## config.mk

```make
export PLATFORM = sky130hd
export DESIGN_NAME = fpu_pipe_stage
export DESIGN_NICKNAME = d
export VERILOG_FILES = /design/src/rtl/fpu_pkg.sv /design/src/rtl/fpu_pipe_stage.sv
export SDC_FILE = /design/constraint.sdc
export NUM_CORES = 1
export LEC_CHECK = 0
export ABC_CLOCK_PERIOD_IN_PS = 2400
export BUFFER_PORTS_ARGS = -buffer_cell sky130_fd_sc_hd__buf_2
export CAP_MARGIN = 20
export CORE_AREA = 2 2 110 219
export CTS_CLUSTER_SIZE = 8
export DETAILED_ROUTE_END_ITERATION = 8
export DIE_AREA = 0 0 112 221
export PLACE_DENSITY = 0.79
export SLEW_MARGIN = 10
export SYNTH_ARGS = -nofsm -noshare
export SYNTH_HDL_FRONTEND = slang
export SYNTH_SLANG_ARGS = --single-unit
export TNS_END_PERCENT = 1
```

## constraint.sdc

```tcl
create_clock -name clk -period 2.4 [get_ports clk]
set_input_delay 0.24 -clock clk [delete_from_list [all_inputs] [get_ports clk]]
set_output_delay 0.24 -clock clk [all_outputs]
set_load 0.005 [all_outputs]
```

## src/rtl/fpu_pkg.sv

```systemverilog
// ============================================================================
// Module      : fpu_pkg
// Description : Shared FPU types: stage state encoding and mul-to-add bundle
//               layout so producers and consumers pack fields identically.
// Revision    : 1.0 - initial release
// ============================================================================
`default_nettype none

package fpu_pkg;

  // Elastic stage state encoding; the value doubles as the occupancy count
  localparam logic [1:0] EMPTY = 2'd0;
  localparam logic [1:0] BUSY  = 2'd1;
  localparam logic [1:0] FULL  = 2'd2;

  // Mul-to-add bundle: 40+40+23+10+8+2+1+1+1 = 126 bits, LSB first
  localparam int unsigned FPU_MA_W          = 126;
  localparam int unsigned FPU_MA_SUM_LSB    = 0;
  localparam int unsigned FPU_MA_SUM_W      = 40;
  localparam int unsigned FPU_MA_CARRY_LSB  = 40;
  localparam int unsigned FPU_MA_CARRY_W    = 40;
  localparam int unsigned FPU_MA_FRAC_LSB   = 80;
  localparam int unsigned FPU_MA_FRAC_W     = 23;
  localparam int unsigned FPU_MA_EXP_LSB    = 103;
  localparam int unsigned FPU_MA_EXP_W      = 10;
  localparam int unsigned FPU_MA_SHAMT_LSB  = 113;
  localparam int unsigned FPU_MA_SHAMT_W    = 8;
  localparam int unsigned FPU_MA_RM_LSB     = 121;
  localparam int unsigned FPU_MA_RM_W       = 2;
  localparam int unsigned FPU_MA_SIGN_BIT   = 123;
  localparam int unsigned FPU_MA_INF_BIT    = 124;
  localparam int unsigned FPU_MA_NAN_BIT    = 125;

endpackage

`default_nettype wire

```

## src/rtl/fpu_pipe_stage.sv

```systemverilog
// ============================================================================
// Module      : fpu_pipe_stage
// Description : Elastic valid/ready pipeline register with 2-entry skid
//               buffer, synchronous flush and occupancy output.
// Revision    : 1.0 - initial release
// ============================================================================
`default_nettype none

module fpu_pipe_stage
  import fpu_pkg::*;
#(
  parameter int unsigned WIDTH          = FPU_MA_W,
  parameter bit          CLEAR_ON_FLUSH = 1'b0
) (
  input  logic             clk,
  input  logic             clr,
  input  logic             flush,
  input  logic             in_valid,
  output logic             in_ready,
  input  logic [WIDTH-1:0] in_data,
  output logic             out_valid,
  input  logic             out_ready,
  output logic [WIDTH-1:0] out_data,
  output logic [1:0]       occupancy
);

  logic [1:0]       r_state;
  logic [WIDTH-1:0] r_main;
  logic [WIDTH-1:0] r_skid;

  logic [1:0] w_state_nxt;
  logic       w_accept;
  logic       w_emit;
  logic       w_load_main;
  logic       w_load_skid;
  logic       w_main_from_skid;

  // Ready depends only on registered state (and reset), never on out_ready
  assign in_ready  = (r_state != FULL) && !clr;
  assign out_valid = (r_state != EMPTY);
  assign out_data  = r_main;
  assign occupancy = r_state;

  assign w_accept = in_valid && in_ready;
  assign w_emit   = out_valid && out_ready;

  always_comb begin
    w_state_nxt      = r_state;
    w_load_main      = 1'b0;
    w_load_skid      = 1'b0;
    w_main_from_skid = 1'b0;
    case (r_state)
      EMPTY: begin
        if (w_accept) begin
          w_state_nxt = BUSY;
          w_load_main = 1'b1;
        end
      end
      BUSY: begin
        if (w_accept && w_emit) begin
          w_load_main = 1'b1;
        end else if (w_accept) begin
          w_state_nxt = FULL;
          w_load_skid = 1'b1;
        end else if (w_emit) begin
          w_state_nxt = EMPTY;
        end
      end
      FULL: begin
        if (w_emit) begin
          w_state_nxt      = BUSY;
          w_main_from_skid = 1'b1;
        end
      end
      default: w_state_nxt = EMPTY;
    endcase
  end

  always_ff @(posedge clk) begin
    if (clr) begin
      r_state <= EMPTY;
      r_main  <= '0;
      r_skid  <= '0;
    end else if (flush) begin
      // Any accept this cycle is dropped; payload optionally scrubbed
      r_state <= EMPTY;
      if (CLEAR_ON_FLUSH) begin
        r_main <= '0;
        r_skid <= '0;
      end
    end else begin
      r_state <= w_state_nxt;
      if (w_load_main) begin
        r_main <= in_data;
      end else if (w_main_from_skid) begin
        r_main <= r_skid;
      end
      if (w_load_skid) begin
        r_skid <= in_data;
      end
    end
  end

endmodule

`default_nettype wire

```

==> summary.txt, run 1 <==
Critical path
  • Data required time of the worst path: 2.80 ns
  • CP Launch Type: flip-flop
  • CP arrival: 2.53 ns
  • Worst Path Max Fanout: 126
  • WS Path Type: flip-flop to flip-flop
  • Crit. End Element: flip-flop

Timing
  • Setup TNS: 0 ns
  • Fmax achieved: 0.470 GHz
  • Fin. Hold Viols: 0
  • Max-slew violation count: 0
  • Worst-Margin Slew: 0.887 ns
  • Final period util: 0.886
  • Fin crit period: 2.13 ns
  • RSZ-0062 raised after global routing: no
  • WHS: 0.00321 ns
  • Post-route clock skew: 0.0105 ns
  • # setup viols final: 0
  • Relative slew margins: 0.409

Placement
  • Post-DP Area: 13500 sq um
  • Dpl cells: 1729
  • Detail Placement HPWL: 21.2 mm
  • Port bufs: 260
  • Gpl congestion: 0.817

Power and ir drop
  • Peak VDD IR: 561 uV
  • Leakage: 5.19 nW
  • Power Density: 682 nW/um^2
  • Total Power: 10.4 mW

Route
  • Final WL: 40.7 mm
  • DR vias: 13200
  • First DRT Iteration DRCs: 1756
  • Drt via density: 7.13
  • DRT Pass-1 Iters: 5
  • WL/cell: 22.1 microns
  • Drt drc: 0
  • Antenna Violating Nets Remaining: 0

Clock tree
  • Clock Sinks: 254
  • Maximum root-to-sink buffer count: 3
  • PostCTS Resize Cnt: 0
  • CTS HTree Levels: 2
  • Clk pin slew, worst setup/hold paths: 0.05 ns
  • Hold_buf cts: 67
  • CTS Root Cell: clkbuf_16
  • Postcts setup bufs: 0
  • TritonCTS clock tree: built
  • Worst skew pair latency: 0.51 ns
  • Total CTS buffers: 37

Synthesis
  • Ys async rst share: 0
  • Syn_nets: 1527
  • Commonest cells in the netlist: dfxtp_1, a311oi_1, clkbuf_1, a21oi_1
  • Count leader, synth: dfxtp_1
  • Largest family of logic cells by synthesized area: compound AO/OA/AOI/OAI gates
  • Top cell type's share of synthesized area: 0.413
  • Synth Area in XOR/XNOR: 0
  • Distinct cells, synth: 27
  • Post-Synth Simple-Gate Area: 0.124
  • Synth area leaders: dfxtp_1, a311oi_1, o31ai_1
  • Synth warnings: 0
  • Synth Area in Adders: 0
  • Register area share after synthesis: 0.413
  • Cells after Synth: 1396
  • Cell Area, Synth: 12300 sq um
  • EDFF count, synth: 0
  • Synthesized area per cell: 8.83 sq um
  • Post-synthesis mux area share: 0
  • Synth Area in Compound Gates: 0.381
  • Yosys top cell by area: dfxtp_1
  • Primary FF master, synth: dfxtp_1
  • #FFs+latches synth: 254

Min path
  • HP Class: primary input to flip-flop

Floorplan
  • Die ar.: 24800 sq um
  • Die Wd: 112 microns
  • Core ar.: 23100 sq um
  • Die height: 221 microns
  • # rows: 79
  • Initial Utilization: 0.533
  • I/O Pins: 261

Run status
  • Outcome: finished, final reports clean

GRT
  • First-pass GRT wire length: 64.6 mm
  • Initial antenna violation count: 8
  • Largest net degree at the start of global routing: 182
  • Grt ovf: 0
  • Via count of the first global-routing pass: 12300
  • Tot GR Track Use: 0.307

Cells and area
  • Design Area, Final: 15200 sq um
  • Post-Layout Cell Count: 1845
  • Layout cells sized above 1: 0.245
  • Area delta synth->final: 23.4%
  • Fin nets: 1683

Run
  • Max-Cap Viols: 0
## worst max-delay path: stages (launching register included)
cell and delay (ns):
dfxtp_1 0.43, nor3b_2 0.36, buf_12 0.46, a311oi_1 0.25
a311oi_2 0.34
## per-layer routing
layer	GRT usage	part of all wire	vias up
met2	0.490	0.48	693
met1	0.396	0.40	6363
met5	0	0	-
li1	-	-	5981
met3	0.0452	0.070	121
met4	0.175	0.051	0
## cells by family after synthesis
family	after synthesis
simple gates	268
compound gates	635
flops	254
buf+inv	239
## path summary, 6_finish.rpt
kind                startpoint      endpoint  slack [ns]  cells past startpoint
setup / recovery  occupancy[1]  out_data[75]        0.27                      4
hold reg to reg     r_skid[26]    r_skid[26]        0.48                      2
hold / removal     in_data[92]    r_skid[92]       0.003                      3
setup reg to reg  occupancy[1]  out_data[75]        0.27                      4
## power by group
part           switching (mW)  total, mW  internal (mW)
combinational           0.776       1.26          0.485
clock                    1.81       4.68           2.87
sequential             0.0752       4.42           4.35
## flip-flops by register name (all words and copies together), names as in the netlist
register,count
occupancy,2
out_data,126
r_skid,126
## placed cells by master (no fill, tap or decap), drive strengths merged, types with 2 or more instances in the layout
cell type,instances
dlygate4sd3,67
a21oi,129
nand2b,2
diode,8
nor2,2
o21ai,126
clkbuf,40
nand3,126
dfxtp,254
buf,288
nor2b,3
a311oi,252
o31ai,126
inv,2
nand4,126
nand2,2
## per-stage QoR
| step | setup slack [ns] | utilization |
|---|---|---|
| detailed placement | 0.420 | 0.584 |
| global placement | 0.476 | 0.584 |
| floorplan | 0.705 | - |
| global route | 0.256 | 0.657 |
| finish | 0.273 | 0.657 |
| CTS | 0.369 | 0.656 |
## cell type report
cell class,count,area [sq um]
clock buffer,40,990
inverter,1,11.3
sequential,254,5080
multi-input combinational,903,6280
clock inverter,1,8.76
timing repair buffer,355,2450
tap,283,354
antenna,8,20.0
fill,1921,7930
(Power assumes the default switching activity.)
==> run 2: changes to the inputs <==
--- a/config.mk
+++ b/config.mk
@@ -8,11 +8,11 @@
 export ABC_CLOCK_PERIOD_IN_PS = 2400
 export BUFFER_PORTS_ARGS = -buffer_cell sky130_fd_sc_hd__buf_2
 export CAP_MARGIN = 20
-export CORE_AREA = 2 2 110 219
+export CORE_AREA = 2 2 128 254
 export CTS_CLUSTER_SIZE = 8
 export DETAILED_ROUTE_END_ITERATION = 8
-export DIE_AREA = 0 0 112 221
-export PLACE_DENSITY = 0.79
+export DIE_AREA = 0 0 130 256
+export PLACE_DENSITY = 0.62
 export SLEW_MARGIN = 10
 export SYNTH_ARGS = -nofsm -noshare
 export SYNTH_HDL_FRONTEND = slang
==> summary.txt, run 2 (synthesis gave the netlist of run 1 again) <==
Timing
  • Final period util: 0.836
  • Setup TNS: 0 ns
  • Max-slew violation count: 0
  • Relative slew margins: 0.454
  • RSZ-0062 raised after global routing: no
  • WHS: 0.0178 ns
  • Post-route setup slack: 0.393 ns
  • Worst-Margin Slew: 0.819 ns
  • Fin crit period: 2.01 ns
  • Fmax achieved: 0.498 GHz
  • Fin. Hold Viols: 0
  • Post-route clock skew: 0.0168 ns
  • # setup viols final: 0

Clock tree
  • Total CTS buffers: 37
  • Maximum root-to-sink buffer count: 3
  • Clock Sinks: 254
  • Hold_buf cts: 116
  • TritonCTS clock tree: built
  • Clk pin slew, worst setup/hold paths: 0.05 ns
  • PostCTS Resize Cnt: 0
  • CTS HTree Levels: 2
  • Postcts setup bufs: 0
  • Worst skew pair latency: 0.52 ns
  • CTS Root Cell: clkbuf_16

Route
  • DR vias: 13200
  • Drt via density: 6.49
  • DRT Pass-1 Iters: 7
  • Final WL: 43.3 mm
  • Antenna Violating Nets Remaining: 0
  • Drt drc: 0
  • WL/cell: 21.2 microns
  • First DRT Iteration DRCs: 1138

Placement
  • Port bufs: 260
  • Pre-CTS setup slack: 0.449 ns
  • Detail Placement HPWL: 23.7 mm
  • Gpl congestion: 0.801
  • Dpl cells: 1880
  • Post-DP Area: 13800 sq um

Power and ir drop
  • Leakage: 5.45 nW
  • Peak VDD IR: 409 uV
  • Total Power: 10.4 mW
  • Power Density: 648 nW/um^2

GRT
  • Tot GR Track Use: 0.250
  • Largest net degree at the start of global routing: 176
  • Via count of the first global-routing pass: 12300
  • Grt ovf: 0
  • First-pass GRT wire length: 68.0 mm
  • Initial antenna violation count: 6

Cells and area
  • Area delta synth->final: 29.7%
  • Layout cells sized above 1: 0.242
  • Fill cell count: 2984
  • Most frequent cells in the layout: buf_2, dfxtp_1, a311oi_1
  • Most common cell after layout, fill and taps aside: buf_2
  • Post-layout util: 0.508
  • Fin nets: 1743
  • Post-Layout Cell Count: 2042
  • Design Area, Final: 16000 sq um

Min path
  • HP Class: primary input to flip-flop
  • Hold EP: r_skid[121]
  • Hold Crit Start: in_data[121]
  • Hold Path Depth: 3

Floorplan
  • Die height: 256 microns
  • Die Wd: 130 microns
  • I/O Pins: 261
  • Initial Utilization: 0.392
  • Core ar.: 31400 sq um
  • Die ar.: 33300 sq um
  • # rows: 92

Critical path
  • CP Launch Type: flip-flop
  • WS Path Type: flip-flop to flip-flop
  • Worst R2R Start: occupancy[0]
  • R2r worst-path depth: 4
  • Worst r2r dst: r_skid[124]
  • CP arrival: 2.37 ns
  • Crit. End Element: flip-flop
  • R2r setup slk: 0.39 ns
  • Data required time of the worst path: 2.76 ns
  • Worst Path Max Fanout: 25

Run status
  • Outcome: finished, final reports clean

Run
  • Max-Cap Viols: 0
[run 2: layout make-up]
class / count / area, sq um / area share
diodes: 6 / 15.0 / 0.000940
inverters: 1 / 11.3 / 0.000705
clock buffers: 38 / 940 / 0.0588
clock inverters: 2 / 17.5 / 0.00110
flip-flops and latches: 254 / 5080 / 0.318
well taps: 423 / 529 / 0.0331
repair buffers: 415 / 3100 / 0.194
multi-input cells: 903 / 6280 / 0.393
[run 2: power by group]
| part | switching [mW] | internal (mW) | leakage, nW |
|---|---|---|---|
| Clock | 1.84 | 2.74 | 0.472 |
| Combinational | 0.795 | 0.548 | 2.92 |
| Sequential | 0.0783 | 4.35 | 2.06 |
| Total | 2.72 | 7.64 | 5.45 |
[run 2: how the worst max path moves through the flow]
stage | slack, ns | endpoint | start | cells past startpoint
after floorplan | 0.71 | r_skid[116] | occupancy[0] | 6
after global placement | 0.48 | r_skid[89] | occupancy[0] | 4
after detailed placement | 0.45 | r_skid[108] | occupancy[0] | 4
after CTS | 0.43 | r_skid[119] | occupancy[0] | 4
after global routing | 0.29 | out_data[109] | occupancy[0] | 5
final | 0.39 | r_skid[124] | occupancy[0] | 4
[run 2: per-layer routing]
metal | track usage | vias to the layer above | wire, microns
met5 | 0 | - | 0
li1 | - | 6110 | -
met3 | 0.0385 | 116 | 2440
met1 | 0.321 | 6458 | 17400
met2 | 0.405 | 562 | 21500
met4 | 0.118 | 0 | 2020
[run 2: worst max-delay path, stage by stage (launching register included)]
cell	delay, ns
dfxtp_1	0.56
or4b_4	0.70
buf_4	0.31
o21ai_1	0.17
a21oi_1	0.09
==> run 3: changes to the inputs <==
--- a/config.mk
+++ b/config.mk
@@ -5,7 +5,7 @@
 export SDC_FILE = /design/constraint.sdc
 export NUM_CORES = 1
 export LEC_CHECK = 0
-export ABC_CLOCK_PERIOD_IN_PS = 2400
+export ABC_CLOCK_PERIOD_IN_PS = 1990
 export BUFFER_PORTS_ARGS = -buffer_cell sky130_fd_sc_hd__buf_2
 export CAP_MARGIN = 20
 export CORE_AREA = 2 2 128 254
==> constraint.sdc (replaced) <==
create_clock -name clk -period 1.99 [get_ports clk]
set_input_delay 0.199 -clock clk [delete_from_list [all_inputs] [get_ports clk]]
set_output_delay 0.199 -clock clk [all_outputs]
set_load 0.005 [all_outputs]
==> summary.txt, run 3 (synthesis gave the netlist of run 1 again) <==
GRT
  • Grt ovf: 0
  • First-pass GRT wire length: 68.1 mm
  • Via count of the first global-routing pass: 12500
  • Initial antenna violation count: 5
  • Tot GR Track Use: 0.250
  • Largest net degree at the start of global routing: 103

Critical path
  • Data required time of the worst path: 2.36 ns
  • Worst r2r dst: out_data[76]
  • R2r worst-path depth: 4
  • CP arrival: 2.21 ns
  • R2r setup slk: 0.14 ns
  • CP Launch Type: flip-flop
  • Crit. End Element: flip-flop
  • Critical-path cell list: nor3b_2 -> a31o_4 -> buf_6 -> a311oi_2
  • CP startpoint: occupancy[1]
  • Worst Path Max Fanout: 39
  • Max stage delay on crit path: 0.45 ns
  • Slowest CP cell: nor3b_2
  • WS Path Type: flip-flop to flip-flop
  • Worst R2R Start: occupancy[1]

Floorplan
  • Die height: 256 microns
  • I/O Pins: 261
  • Core ar.: 31400 sq um
  • # rows: 92
  • Die Wd: 130 microns
  • Die ar.: 33300 sq um
  • Initial Utilization: 0.392

Timing
  • Final period util: 0.928
  • Worst-Margin Slew: 0.483 ns
  • Setup TNS: 0 ns
  • Fin. Hold Viols: 0
  • Relative slew margins: 0.678
  • RSZ-0062 raised after global routing: no
  • Fin crit period: 1.85 ns
  • # setup viols final: 0
  • Max-slew violation count: 0
  • Post-route setup slack: 0.143 ns
  • Post-route clock skew: 0.00638 ns
  • Fmax achieved: 0.541 GHz

Power and ir drop
  • Clock power share: 0.448
  • Logic pwr share: 0.132
  • Leakage: 5.63 nW
  • Internal power: 9.42 mW
  • Sequential Power Share: 0.420
  • Peak VDD IR: 561 uV
  • Switch Pwr: 3.31 mW
  • Total Power: 12.7 mW
  • Power Density: 779 nW/um^2
  • Sw frac: 0.260

Placement
  • Pre-CTS setup slack: 0.0328 ns
  • Dpl cells: 1892
  • Detail Placement HPWL: 24.3 mm
  • Gpl congestion: 0.776
  • Port bufs: 260

Cells and area
  • Area delta synth->final: 32.6%
  • Layout cells sized above 1: 0.246
  • Most frequent cells in the layout: buf_2, dfxtp_1, a311oi_1
  • Fin nets: 1768
  • Most common cell after layout, fill and taps aside: buf_2
  • Fill cell count: 2855
  • Post-Layout Cell Count: 2067

Min path
  • Hold Path Depth: 4
  • Hold EP: occupancy[0]
  • HP Class: primary input to flip-flop
  • Hold Crit Start: in_valid

Route
  • DR vias: 13200
  • Drt drc: 0
  • WL/cell: 21.0 microns
  • DRT Pass-1 Iters: 7
  • First DRT Iteration DRCs: 1023
  • Antenna Violating Nets Remaining: 0
  • Final WL: 43.4 mm
  • Drt via density: 6.37

Run status
  • Outcome: finished, final reports clean

Clock tree
  • CTS Root Cell: clkbuf_16
  • Maximum root-to-sink buffer count: 3
  • Clock Sinks: 254
  • Worst skew pair latency: 0.52 ns
  • CTS HTree Levels: 2
  • TritonCTS clock tree: built
  • Postcts setup bufs: 0
  • Total CTS buffers: 37
  • Clk pin slew, worst setup/hold paths: 0.05 ns

Run
  • Max-Cap Viols: 0
[run 3: worst max-delay path by stage]
stage          slack [ns]      endpoint  cells after the start
2_1_floorplan        0.30   r_skid[116]                      6
3_3_place_gp         0.09  out_data[85]                      4
3_5_place_dp         0.03  out_data[84]                      4
4_1_cts              0.02  out_data[91]                      4
5_1_grt              0.01  out_data[55]                      5
6_report             0.14  out_data[76]                      4
[run 3: worst max-delay path, delay by kind of cell, from the launching register on]
kind                   cells  cell delay, ns
AOI/OAI and AO/OA          2            0.43
buffers and inverters      1            0.37
DFF                        1            0.42
and+or+nand+nor            1            0.45
[run 3: layout make-up]
class / count / area, sq um / share of cell area
multi-input cells: 903 / 6280 / 0.384
repair buffers: 440 / 3430 / 0.210
diodes: 5 / 12.5 / 0.000766
inverters: 1 / 11.3 / 0.000689
flip-flops and latches: 254 / 5080 / 0.311
clock buffers: 40 / 990 / 0.0606
well taps: 423 / 529 / 0.0324
clock inverters: 1 / 8.76 / 0.000536
[run 3: routing by layer]
layer  vias up  track usage  part of all wire
met2       551        0.414              0.50
met5         -            0                 0
met1      6356        0.312              0.40
met4         0        0.122             0.044
li1       6160            -                 -
met3       109       0.0391             0.062
[run 3: power groups by stage]
stage	clock network, mW	registers, mW	logic [mW]
6_report	5.70	5.34	1.69
5_1_grt	5.99	5.35	1.81
4_1_cts	5.83	5.34	1.67
3_5_place_dp	0	5.44	1.47
3_3_place_gp	0	5.44	1.45
2_1_floorplan	0	5.43	0.832
[run 3: per-stage QoR]
step / cell area, sq um / utilization / hold WS [ns]
6_report: 16300 / 0.520 / 0.182
5_1_grt: 16300 / 0.520 / 0.191
4_1_cts: 16300 / 0.520 / 0.168
3_5_place_dp: 14000 / 0.447 / 0.470
3_3_place_gp: 14000 / 0.447 / 0.460
2_1_floorplan: 12300 / - / 0.277
[run 3: repair_timing]
item                       CTS  global route
setup endpoints to repair    0            39
resized for setup            0             1
hold buffers               129             0
hold endpoints to repair   236             0
